$ cat src/rtl/adder_accum_ctrl_pkg.sv
// Shared types, default width and helper functions for the adder/accumulator controller.
package adder_accum_ctrl_pkg;

    localparam int DEFAULT_WIDTH = 16;

    typedef enum logic [1:0] {
        ST_IDLE = 2'd0,
        ST_LOAD = 2'd1,
        ST_EXEC = 2'd2,
        ST_HOLD = 2'd3
    } state_t;

    // Two's-complement overflow: operands share a sign but the result's sign differs.
    function automatic logic signed_ovf(input logic a_msb, input logic b_msb, input logic s_msb);
        return (a_msb == b_msb) && (s_msb != a_msb);
    endfunction

endpackage

$ cat src/rtl/adder16.sv
// Combinational carry-lookahead adder: every carry is formed directly from
// generate/propagate terms and the carry-in, with no ripple chain.
module adder16
    import adder_accum_ctrl_pkg::*;
#(
    parameter int WIDTH = DEFAULT_WIDTH
) (
    input  logic [WIDTH-1:0] A,
    input  logic [WIDTH-1:0] B,
    input  logic             Cin,
    output logic [WIDTH-1:0] S,
    output logic             Cout
);

    logic [WIDTH-1:0] gen_s;
    logic [WIDTH-1:0] prop_s;
    logic [WIDTH:0]   carry_s;

    // Expand each carry as g[i] | p[i]g[i-1] | ... | p[i..0]Cin and form the sum.
    always_comb begin
        gen_s   = A & B;
        prop_s  = A ^ B;
        carry_s = '0;
        carry_s[0] = Cin;
        for (int i = 0; i < WIDTH; i++) begin
            logic term_c;
            logic prod_p;
            term_c = gen_s[i];
            prod_p = prop_s[i];
            for (int j = i - 1; j >= 0; j--) begin
                term_c = term_c | (prod_p & gen_s[j]);
                prod_p = prod_p & prop_s[j];
            end
            carry_s[i+1] = term_c | (prod_p & Cin);
        end
        S    = prop_s ^ carry_s[WIDTH-1:0];
        Cout = carry_s[WIDTH];
    end

endmodule

$ cat src/rtl/adder_accum_ctrl.sv
// Push-button driven accumulator: ClearA_LoadB clears A and loads B from SW,
// Run adds B into A once per press. Buttons are synchronized and each press
// performs exactly one action until both buttons are released.
module adder_accum_ctrl
    import adder_accum_ctrl_pkg::*;
#(
    parameter int WIDTH = DEFAULT_WIDTH
) (
    input  logic             Clk,
    input  logic             Reset,
    input  logic             Run,
    input  logic             ClearA_LoadB,
    input  logic [WIDTH-1:0] SW,
    output logic [WIDTH-1:0] Sum,
    output logic             CO,
    output logic             OVF,
    output logic             Done
);

    logic [1:0]       run_sync_r;
    logic [1:0]       clr_sync_r;
    state_t           state_r;
    state_t           state_s;
    logic [WIDTH-1:0] a_r;
    logic [WIDTH-1:0] b_r;
    logic [WIDTH-1:0] add_s;
    logic             add_co_s;

    adder16 #(
        .WIDTH (WIDTH)
    ) u_adder (
        .A    (a_r),
        .B    (b_r),
        .Cin  (1'b0),
        .S    (add_s),
        .Cout (add_co_s)
    );

    // Two-flop synchronizers for the raw button levels.
    always_ff @(posedge Clk or posedge Reset) begin
        if (Reset) begin
            run_sync_r <= 2'b00;
            clr_sync_r <= 2'b00;
        end else begin
            run_sync_r <= {run_sync_r[0], Run};
            clr_sync_r <= {clr_sync_r[0], ClearA_LoadB};
        end
    end

    // Control state register.
    always_ff @(posedge Clk or posedge Reset) begin
        if (Reset) begin
            state_r <= ST_IDLE;
        end else begin
            state_r <= state_s;
        end
    end

    // Next-state logic; load wins over run, hold waits for both buttons released.
    always_comb begin
        state_s = state_r;
        case (state_r)
            ST_IDLE: begin
                if (clr_sync_r[1]) begin
                    state_s = ST_LOAD;
                end else if (run_sync_r[1]) begin
                    state_s = ST_EXEC;
                end else begin
                    state_s = ST_IDLE;
                end
            end
            ST_LOAD: state_s = ST_HOLD;
            ST_EXEC: state_s = ST_HOLD;
            ST_HOLD: begin
                if (!run_sync_r[1] && !clr_sync_r[1]) begin
                    state_s = ST_IDLE;
                end else begin
                    state_s = ST_HOLD;
                end
            end
            default: state_s = ST_IDLE;
        endcase
    end

    // Operand and result registers; results change only when an add executes.
    always_ff @(posedge Clk or posedge Reset) begin
        if (Reset) begin
            a_r <= '0;
            b_r <= '0;
            Sum <= '0;
            CO  <= 1'b0;
            OVF <= 1'b0;
        end else begin
            case (state_r)
                ST_LOAD: begin
                    a_r <= '0;
                    b_r <= SW;
                end
                ST_EXEC: begin
                    a_r <= add_s;
                    Sum <= add_s;
                    CO  <= add_co_s;
                    OVF <= signed_ovf(a_r[WIDTH-1], b_r[WIDTH-1], add_s[WIDTH-1]);
                end
                default: begin
                    a_r <= a_r;
                end
            endcase
        end
    end

    // Done is registered from the next state so it is high exactly while in HOLD.
    always_ff @(posedge Clk or posedge Reset) begin
        if (Reset) begin
            Done <= 1'b0;
        end else begin
            Done <= (state_s == ST_HOLD);
        end
    end

endmodule

$ cat config.mk
export PLATFORM = sky130hd
export DESIGN_NAME = adder_accum_ctrl
export DESIGN_NICKNAME = d
export VERILOG_FILES = /design/src/rtl/adder_accum_ctrl_pkg.sv /design/src/rtl/adder16.sv /design/src/rtl/adder_accum_ctrl.sv
export SDC_FILE = /design/constraint.sdc
export NUM_CORES = 1
export LEC_CHECK = 0
export BUFFER_PORTS_ARGS = -buffer_cell sky130_fd_sc_hd__buf_2
export CAP_MARGIN = 20
export CORE_ASPECT_RATIO = 1.5
export CORE_MARGIN = 3
export CORE_UTILIZATION = 62
export CTS_CLUSTER_SIZE = 40
export DETAILED_ROUTE_END_ITERATION = 8
export PLACE_DENSITY = 0.86
export RECOVER_POWER = 25
export SLEW_MARGIN = 0
export SYNTH_ARGS = -nofsm -noshare
export SYNTH_HDL_FRONTEND = slang
export SYNTH_SLANG_ARGS = --single-unit
$ cat constraint.sdc
create_clock -name Clk -period 4.7 [get_ports Clk]
set_input_delay 0.705 -clock Clk [delete_from_list [all_inputs] [get_ports Clk]]
set_output_delay 0.705 -clock Clk [all_outputs]
set_load 0.01 [all_outputs]
==> impl_metrics.tcl <==
set metrics [dict create \
    tritoncts "built" \
    fmax_mhz 318 \
    cts_buffer_depth 2 \
    syn_area_um2 2980 \
    crit_chain "buf_2 > inv_1 > clkbuf_1" \
    synth_cell_types 48 \
    vias 2307 \
    worst_pin_slew_ns 2.93 \
    rsz0062_at_grt "false" \
    startpoint_type "input port" \
    ant_nets 0 \
    insertion_delay_ns 0.34 \
    first_global_vias 2437 \
    syn_inst 266 \
    fp.dieW_um 62.6 \
    min_period_ns 3.14 \
    post_drt_wl_per_cell_um 17.1 \
    drt_iter0_markers 106 \
    num_rows 30 \
    internal-power_mw 1.73 \
    cts_root_buf "clkbuf_8" \
    violations "max-capacitance violations, max-slew violations" \
    ys_ff_latch 57 \
    port_buffers 38 \
    leakagePower_nw 1.64 \
    drc 0 \
    yosysWarnings 0 \
    cts_setup_buffers 0 \
    core_um2 4580 \
    gr-usage-all-layers_pct 24.9 \
    initial_core_util_pct 65.0 \
    swShare_pct 42.4 \
    area_delta_synth_final_pct 15.5 \
    ys_seq_area_share_pct 47.9 \
    drt-pass1-iter-count 4 \
    clock_skew_ns 0.00712 \
    clkTransAtPathRegs_ns 0.06 \
    finalHoldViolCount 0 \
    place.gp.congestion 0.827 \
    critPathCaptureType "asynchronous set/reset pin" \
    synth_nets 307 \
    p_clk_share_pct 16.8 \
    drv_slew 58 \
    diodes 0 \
    dp_hpwl_um 4430 \
    path_delay_family "buffers and inverters" \
    setup_viol 0 \
    combPwrFrac_pct 54.4 \
    path_buf_inv 3 \
    status "finished, violations left" \
    grt_max_degree 58 \
    fin_crit_sh_pct 66.8 \
    layout.nets 349 \
    dieArea_um2 5680 \
    synth_top_area_share_pct 47.9 \
    grt_pass1_wl_um 10900 \
    power.density_nw_per_um2 875 \
    max_stage_delay_ns 2.06 \
    synth.area.top_cells "dfrtp_1, ha_1, mux2_2" \
    cp.arrival_ns 2.94 \
    crit_required_ns 4.50 \
    crit_slowest_cell "clkbuf_1" \
    synth_area_per_cell_um2 11.2 \
    p_seq_share_pct 28.8 \
    drive_gt1_share_pct 26.8 \
    routed_via_density 6.12 \
    cts_hold_buf 0 \
    cap_viol_max_count 1 \
    cts-buffers-inserted 9 \
    fp.dieH_um 90.8 \
    max_slew_margin_pct -95.3 \
    yosys.area.top_type "dfrtp_1" \
    ioPinCount 39 \
    finalPower_mw 3.01 \
    routed_wirelength_um 6460 \
    grt_antenna_before_repair 0 \
    p_switching_mw 1.28 \
    hp-class "register to register" \
    peakVddDrop_mv 0.465 \
    cts.sinks 57 \
    grt_overflow 0 \
    final.setup.tns_ns 0 \
    post_cts_resize_count 0 \
    cts_max_level 3 \
    critPathKind "input port to asynchronous set/reset pin" \
    crit_fanout 57 \
]
-- worst reg2reg max path, cell delays in order (launching register included) --
cell and delay (ns):
dfrtp_1 0.38, ha_1 0.37, and3_4 0.21, a2111oi_4 0.54, a211oi_2 0.22, or3_1 0.41
a41o_1 0.24
-- placed cells by master (no fill, tap or decap), types with 5 or more instances in the layout --
cell / netlist / routed
dfrtp_1: 57 / 57
buf_2: 0 / 38
inv_1: 20 / 20
mux2_2: 20 / 20
ha_1: 20 / 20
nand2_1: 14 / 14
a21oi_1: 12 / 12
clkbuf_8: 0 / 10
o21ai_0: 9 / 9
nand3_1: 8 / 8
a21o_1: 7 / 7
nor2_1: 7 / 7
o21a_1: 6 / 6
nor3_1: 6 / 6
a211oi_1: 5 / 5
a31o_2: 5 / 5
o32ai_1: 5 / 5
o2111ai_1: 5 / 5
-- worst paths after layout --
kind	startpoint	to	slack, ns	cells past startpoint
worst min-delay path	clr_sync_r[0]$_DFF_PP0_	clr_sync_r[1]$_DFF_PP0_	0.36	0
max in group Clk	a_r[2]$_DFFE_PP0P_	a_r[11]$_DFFE_PP0P_	2.21	6
worst min register to register	clr_sync_r[0]$_DFF_PP0_	clr_sync_r[1]$_DFF_PP0_	0.36	0
worst max-delay path	Reset	Sum[5]$_DFFE_PP0P_	1.56	3
min in group asynchronous	Reset	run_sync_r[0]$_DFF_PP0_	1.47	3
worst max register to register	a_r[2]$_DFFE_PP0P_	a_r[11]$_DFFE_PP0P_	2.21	6
-- cells in the mapped netlist (all sizes together) --
master,n
dfrtp,57
ha,20
inv,20
mux2,20
nand2,14
a21oi,12
o21ai,11
nand3,8
a21o,7
nor2,7
a211oi,6
clkbuf,6
nor3,6
o21a,6
a31o,5
o2111ai,5
o32ai,5
and3,4
nor2b,4
o31ai,4
a2111oi,3
buf,3
o221ai,3
or3,3
xnor2,3
a22o,2
a32o,2
nand2b,2
o21bai,2
o2bb2ai,2
xor2,2
a2111o,1
a211o,1
a21boi,1
a221oi,1
a22oi,1
a41o,1
and2,1
fa,1
o211ai,1
o22ai,1
or2,1
or4,1
-- sequential cells by signal, indices dropped and copies added, names as in the netlist --
signal / count
OVF: 1
Done: 1
state_r: 2
CO: 1
run_sync_r: 2
b_r: 16
Sum: 16
clr_sync_r: 2
a_r: 16
-- through the flow --
stage	util [%]	cell area [um^2]	setup slack [ns]	instances	hold WS [ns]
after global routing	75.0	3440	1.05	377	0.360
after detailed placement	70.3	3220	2.26	361	0.342
after floorplan	-	2980	2.43	266	0.331
final	75.0	3440	1.56	377	0.355
after global placement	70.3	3220	2.27	361	0.332
after CTS	75.1	3440	2.22	377	0.357
-- metal layers --
layer / GRT usage [%] / up-vias / share of wire (%)
met1: 26.9 / 1120 / 37
li1: - / 1082 / -
met4: 18.6 / 0 / 3.7
met3: 4.73 / 24 / 5.3
met5: 0 / - / 0
met2: 42.4 / 81 / 54
-- area by class of cell --
type	count	area (um^2)
Multi-Input combinational cell	180	1430
Clock buffer	11	141
Inverter	20	75.1
Clock inverter	5	78.8
Timing Repair Buffer	40	201
Sequential cell	57	1430
Tap cell	64	80.1
Fill cell	353	1140
-- logic make-up (layout without fill, tap and decap cells) --
| group | Yosys count | in the layout | synth area share (%) |
|---|---|---|---|
| buf+inv | 29 | 76 | 3.91 |
| simple gates | 51 | 51 | 8.58 |
| mux | 20 | 20 | 7.57 |
| xor+xnor | 5 | 5 | 1.47 |
| flops | 57 | 57 | 47.9 |
| fa+ha+maj | 21 | 21 | 9.08 |
| compound gates | 83 | 83 | 21.4 |
-- power groups by stage --
stage | clock network [mW] | registers (mW) | logic (mW)
finish | 0.505 | 0.867 | 1.63
detailed placement | 0 | 0.878 | 1.60
global placement | 0 | 0.863 | 1.55
global route | 0.536 | 0.901 | 1.81
CTS | 0.512 | 0.870 | 1.62
floorplan | 0 | 0.883 | 1.21
No activity file was read; power rests on OpenSTA's default activity.
